===== src/rtl/pmem_line_arbiter.sv =====
// pmem_line_arbiter: shares the single physical-memory port between the I-cache and the
// D-cache. Each 256-bit line transfer becomes a 4-beat, 64-bit burst on pmem_*.
// Read bursts are reassembled into a line buffer that feeds both caches.
// Only one transaction is in flight at a time.
//
// Optional feature (compile-time macro PMEM_ARB_RR_EN):
//   When PMEM_ARB_RR_EN is defined, a 1-bit last_grant register makes I and D alternate
//   whenever both caches request at the same time.
//   When it is undefined, the D-cache always has priority over the I-cache.
module pmem_line_arbiter #(
   parameter int unsigned BEATS  = 4,
   parameter int unsigned BEAT_W = 64,
   parameter int unsigned LINE_W = 256   // must equal BEATS*BEAT_W
) (
   input  logic              clk,
   input  logic              rst,
   input  logic              i_read,
   input  logic [31:0]       i_address,
   output logic [LINE_W-1:0] i_rdata,
   output logic              i_resp,
   input  logic              d_read,
   input  logic              d_write,
   input  logic [31:0]       d_address,
   input  logic [LINE_W-1:0] d_wdata,
   output logic [LINE_W-1:0] d_rdata,
   output logic              d_resp,
   output logic              pmem_read,
   output logic              pmem_write,
   output logic [31:0]       pmem_address,
   output logic [BEAT_W-1:0] pmem_wdata,
   input  logic [BEAT_W-1:0] pmem_rdata,
   input  logic              pmem_resp
);

   localparam int unsigned   KW        = $clog2(BEATS);
   localparam logic [KW-1:0] LAST_BEAT = KW'(BEATS - 1);
   // Byte-offset bits inside a line; cleared so every burst is line aligned.
   localparam logic [31:0]   OFF_MASK  = 32'(LINE_W / 8 - 1);

   typedef enum logic [2:0] {StIdle, StIRd, StDRd, StDWr, StDone} state_e;
   typedef enum logic [1:0] {GntNone, GntI, GntD} grant_e;

   state_e            state_q;
   grant_e            grant_q;
   logic [KW-1:0]     k_q;
   logic [LINE_W-1:0] buf_q;
   logic [LINE_W-1:0] wline_q;
   logic              pick_i;
   logic              pick_d;

`ifdef PMEM_ARB_RR_EN
   logic last_grant_q;  // 0 = D served last, 1 = I served last

   // Arbitration: on a conflict the side not served last wins.
   always_comb begin
      pick_d = 1'b0;
      pick_i = 1'b0;
      if ((d_read || d_write) && i_read) begin
         pick_i = ~last_grant_q;
         pick_d = last_grant_q;
      end else begin
         pick_d = d_read || d_write;
         pick_i = i_read;
      end
   end

   // Remember which side received the most recent grant.
   always_ff @(posedge clk) begin
      if (!rst) begin
         last_grant_q <= 1'b0;
      end else if (state_q == StIdle && (pick_d || pick_i)) begin
         last_grant_q <= pick_i;
      end
   end
`else
   // Arbitration: fixed D-over-I priority.
   always_comb begin
      pick_d = d_read || d_write;
      pick_i = i_read && !(d_read || d_write);
   end
`endif

   // Main FSM with registered strobes, address and responses.
   always_ff @(posedge clk) begin
      if (!rst) begin
         state_q      <= StIdle;
         grant_q      <= GntNone;
         k_q          <= '0;
         buf_q        <= '0;
         wline_q      <= '0;
         pmem_address <= '0;
         pmem_read    <= 1'b0;
         pmem_write   <= 1'b0;
         i_resp       <= 1'b0;
         d_resp       <= 1'b0;
      end else begin
         unique case (state_q)
            StIdle: begin
               if (pick_d) begin
                  grant_q      <= GntD;
                  pmem_address <= d_address & ~OFF_MASK;
                  // d_write wins if a D-cache ever raises both strobes.
                  if (d_write) begin
                     state_q    <= StDWr;
                     pmem_write <= 1'b1;
                     wline_q    <= d_wdata;
                  end else begin
                     state_q   <= StDRd;
                     pmem_read <= 1'b1;
                  end
               end else if (pick_i) begin
                  grant_q      <= GntI;
                  pmem_address <= i_address & ~OFF_MASK;
                  state_q      <= StIRd;
                  pmem_read    <= 1'b1;
               end
            end
            StIRd, StDRd, StDWr: begin
               if (pmem_resp) begin
                  if (state_q != StDWr) begin
                     buf_q[BEAT_W*k_q +: BEAT_W] <= pmem_rdata;
                  end
                  k_q <= k_q + 1'b1;  // wraps to 0 after the last beat
                  if (k_q == LAST_BEAT) begin
                     state_q    <= StDone;
                     pmem_read  <= 1'b0;
                     pmem_write <= 1'b0;
                     i_resp     <= (grant_q == GntI);
                     d_resp     <= (grant_q == GntD);
                  end
               end
            end
            StDone: begin
               // Always pass through IDLE so a cache that drops its request on resp is
               // never granted a second time.
               i_resp  <= 1'b0;
               d_resp  <= 1'b0;
               grant_q <= GntNone;
               state_q <= StIdle;
            end
            default: begin
               state_q <= StIdle;
            end
         endcase
      end
   end

   // Write beat selected by the beat counter; quiet outside writebacks.
   always_comb begin
      pmem_wdata = '0;
      if (state_q == StDWr) begin
         pmem_wdata = wline_q[BEAT_W*k_q +: BEAT_W];
      end
   end

   assign i_rdata = buf_q;
   assign d_rdata = buf_q;

endmodule


===== config.mk =====
export PLATFORM = sky130hd
export DESIGN_NAME = pmem_line_arbiter
export DESIGN_NICKNAME = d
export VERILOG_FILES = /design/src/rtl/pmem_line_arbiter.sv
export SDC_FILE = /design/constraint.sdc
export NUM_CORES = 1
export LEC_CHECK = 0
export CORE_AREA = 3 3 386 388
export CTS_CLUSTER_SIZE = 10
export DETAILED_ROUTE_END_ITERATION = 8
export DIE_AREA = 0 0 389 391
export SETUP_SLACK_MARGIN = 0.15
export SYNTH_ARGS = -nofsm -noshare
export SYNTH_HDL_FRONTEND = slang
export SYNTH_SLANG_ARGS = --single-unit

===== constraint.sdc =====
create_clock -name clk -period 2.3 [get_ports clk]
set_input_delay 0.69 -clock clk [delete_from_list [all_inputs] [get_ports clk]]
set_output_delay 0.69 -clock clk [all_outputs]
set_load 0.1 [all_outputs]

* After elaboration in Yosys (flattened, before gate mapping) *
Index checks and enable logic that the tools add are counted.

storage, ports and cells
  register bits after elaboration = 555
  word-level logic and storage cells = 75
  bits of input ports = 390

operators by class
  reduce and logical (&&, ||, !) cells = 18
  add/subtract/negate cells = 2
  eq/ne operators = 14
  multiplexer cells = 28
  shift operators = 3

operators with widths
  cell                       count
  $bwmux 256                 1
  $shift 64x34->256 const A  1
  $shiftx 256x9->64          1
  $shiftx 64x34->256         1
  $mux 32                    2
  $mux 64                    1
  $neg 8->34                 1
  $mux 1                     12
  $mux 3                     4
  $reduce_and 3->1           4
  $reduce_and 5->1           2
  $ne 2x2->1 const B         4
  $pmux 1 s2                 4
  $reduce_bool 2->1          4
  $eq 3x2->1 const B         2
  $ne 3x3->1 const B         2
  $pmux 3 s2                 1
  $reduce_and 2->1           3
  $eq 2x2->1 const B         2
  $mux 2                     2
  $pmux 2 s2                 1
  $eq 3x1->1 const B         1
  $eq 3x3->1 const B         1
  $logic_not 3->1            1
  7 further kinds            7

* Depth between registers and ports, before layout *
  depth in word-level cells = 6
  mapped depth = 10
  gate-level depth less buffers = 6

* Least setup slack after synthesis *
Ideal clock, no wire load.

  kind = register to output
  start point = register k_q[1]
  end point = output port pmem_wdata[25]
  required time = 1,610 ps
  cell stages (with the launch flop) = 5
  slack = -931 ps
  path buffers = 2
  arrival time = 2,541 ps
  path through = dfxtp_1 buf_2 clkbuf_1 mux4_2 nor2b_1

between the ends
  longest elaborated chain between the ends = 2

ends and longest elaborated chain
  item                      line  text
  start: declaration        45    logic [KW-1:0] k_q;
  start signal: assignment  123   k_q <= k_q + 1'b1;
  $shiftx 256x9->64         152   pmem_wdata = wline_q[BEAT_W*k_q +: BEAT_W];
  $mux 64                   151   if (state_q == StDWr) begin
  end: declaration          30    output logic [BEAT_W-1:0] pmem_wdata,

Every way passes these cells.

* Final worst setup path *
  start point = register k_q[0]
  end point = output port pmem_wdata[42]

The elaborated chain is that of the path after synthesis.

==> metrics.txt <==
post-synthesis sequential area ratio 44.3%; via count 24240; outcome finished, violations left; Netlist cell types 42; reg2reg setup slack 130 ps; Area Growth Syn to Fin 69.5%; Min-Delay Startpoint wline_q[242]$_SDFFE_PN0P_; Ports 1002; die span in x 389 um; Critical Path Slowest Stage Cell mux4_2; Placed Cells incl. Taps 5475; vias in the first global route 22931; grt ovf 0; Async SR Flop Fraction 0%; Crit Reg-Reg Startpoint k_q[1]$_SDFFE_PN0P_; normalized max-slew margin 66.2%; worst path cell trace buf_12, buf_12, buf_16, mux4_2, nor2b_4, buf_12; CTS buffer count 68; Netlist Area Pre-Place 0.0249 mm2; Worst-path clk slew 60 ps; Crit Path Max Fanout 6; via/cell ratio 4.30; post-route ant nets 0; Setup violations, final 64; Clk Latency, worst-skew pair 650 ps; Hold-fix buffers, CTS 0; crit end category output port; initial antenna violation count 15; WP data arrival 2240 ps; DRT Wirelength 126000 um; DP Area 0.0380 mm2; Nets 4079; Syn Inst Count 2907; Hold EP wline_q[242]$_SDFFE_PN0P_; Max-Cap Viols 0; 1st-iter DRT viols 2263; residual DRC count 0; WL per Instance 22.3 um; Fin. Hold Viols 0; Tcrit/Tclk final 127%; Worst Path Buf+Inv 4; most common cell in the netlist nand2_1; Port Buffers 986; clk_skew 27.1 ps; Critical Path RT 1610 ps; GP Congestion 0.897; Final min period 2930 ps; Peak VDD IR 0.478 mV; WHS Path Cells 2; RR Endpoint d_rdata[124]$_SDFFE_PN0P_; reg2reg path depth 9; Worst Max-Slew Pin Slew 507 ps; Core Util, Final 28.9%; Yosys top cell area share 44.3%; Static Leak 0.0157 uW; FMAX 341 MHz; Worst Hold Class reg2reg; synthesized area per cell 8.55 um2; Sink Count 550; crit-path most repeated cell buf_12; CTS max path bufs 3; final std cell area, no fill 0.0421 mm2; CP peak stage delay 490 ps; failing checks negative setup slack; Post-synth EDFFs 0; largest net degree at the start of global routing 99; Slew Limit Fails 0; Crit path max-delay family buffers and inverters; # rows 140; ys flop type dfxtp_1; most area-consuming cells after synthesis dfxtp_1 44%, nand2_1 13%, buf_4 8.9%; biggest area consumer among synthesized cells dfxtp_1; RSZ-0062 raised after global routing true; core area 0.146 mm2; Post-synth top cells 829 x nand2_1, 550 x dfxtp_1, 296 x buf_4; HPWL after DPL 93400 um; synthesized flop and latch total 550; GRT Util Overall 15.2%; layout cells sized above 1 33.4%; Syn. warnings 0; worst setup path category reg2out; starting density of the core 17.1%; H-tree levels 3; Die Height 391 um; CTS tree done; Critical Path Source Type flip-flop; clock tree root buffer cell clkbuf_16; Initial DRT Pass Iterations 5; Finished Layout Cells 5640; P per Cell Area 663 mW/mm2; Hold Worst Slack 450 ps; first-pass GRT wire length 168000 um; Final Worst Setup Slack -631 ps; total die area 0.152 mm2
## registers in the layout (all words and copies together) (netlist names), 2 cells and up
| name | flops |
|---|---|
| d_rdata | 256 |
| wline_q | 256 |
| state_q | 3 |
| grant_q | 2 |
| pmem_address | 27 |
| k_q | 2 |
## cell usage in the layout, fill, tap and decap left out, types with 64 or more instances in the layout
cell,n
a21boi_1,102
nand2_1,791
dfxtp_2,76
buf_4,394
dfxtp_1,470
o21ai_1,117
o21ai_0,77
clkbuf_16,82
nand3_1,72
mux4_2,64
buf_6,95
a21boi_0,202
buf_12,303
nand4_1,192
clkdlybuf4s50_1,378
## how the worst max path moves through the flow
stage	start	end	slack, ps	depth (start not counted)
4_1_cts	k_q[0]$_SDFFE_PN0P_	pmem_wdata[63]	-720	5
2_1_floorplan	state_q[2]$_SDFFE_PN0P_	pmem_wdata[10]	-80	4
5_1_grt	k_q[0]$_SDFFE_PN0P_	pmem_wdata[51]	-730	6
3_5_place_dp	pmem_resp	d_rdata[118]$_SDFFE_PN0P_	-170	7
3_3_place_gp	pmem_resp	d_rdata[46]$_SDFFE_PN0P_	-140	7
6_report	k_q[0]$_SDFFE_PN0P_	pmem_wdata[42]	-630	6
## kinds of logic (layout without fill, tap and decap cells)
family | count (synthesis) | count (layout) | synth area share, %
muxes | 64 | 64 | 5.80
xor gates and xnor gates | 3 | 3 | 0.136
adders and majority gates | 6 | 6 | 0.302
DFF | 550 | 550 | 44.3
and+or+nand+nor | 1210 | 1211 | 21.8
AOI/OAI and AO/OA | 554 | 554 | 15.0
other | 1 | 17 | 0.0151
buffers and inverters | 519 | 1318 | 12.7
## layout make-up
type	count	area, um2
multi-input combinational	1843	11700
inverter	2	11.3
tap	1917	2400
timing repair buffer	1218	14800
clock buffer	87	1870
clock inverter	11	164
fill	15111	104000
antenna	12	30.0
sequential	550	11100
## tightest hold or removal path: cells and delay by family, from the launching register on
family           cells  cell delay (ps)
AO/OA/AOI/OAI        1               50
flip-flops           1              300
AND/OR/NAND/NOR      1               50
## repair_timing
action	CTS	global route
cloned	4	15
endpoints found under the setup margin	307	204
gates resized for setup	177	348
setup buffers	20	17
pin swaps	3	72
## where the power goes
part           internal [uW]  total, uW  switching [uW]  leakage, uW
clock                   5810      10200            4350     0.000990
combinational           2880       7320            4440       0.0102
sequential             10000      10500             428      0.00452
## metal layers
layer	GRT usage, %	up-vias	share of wire, %
li1	-	11193	-
met2	24.0	1216	46
met5	0	-	0.010
met1	20.4	11655	42
met4	5.69	2	3.4
met3	3.09	174	8.4
## metrics by stage
stage	setup TNS (ps)	power [uW]	worst slack [ps]
floorplan	-4320	14500	-80.5
global placement	-12770	17200	-141
detailed placement	-16770	17300	-168
CTS	-42580	27900	-718
global route	-43680	29000	-733
finish	-37200	27900	-631
(Power assumes the default switching activity.)
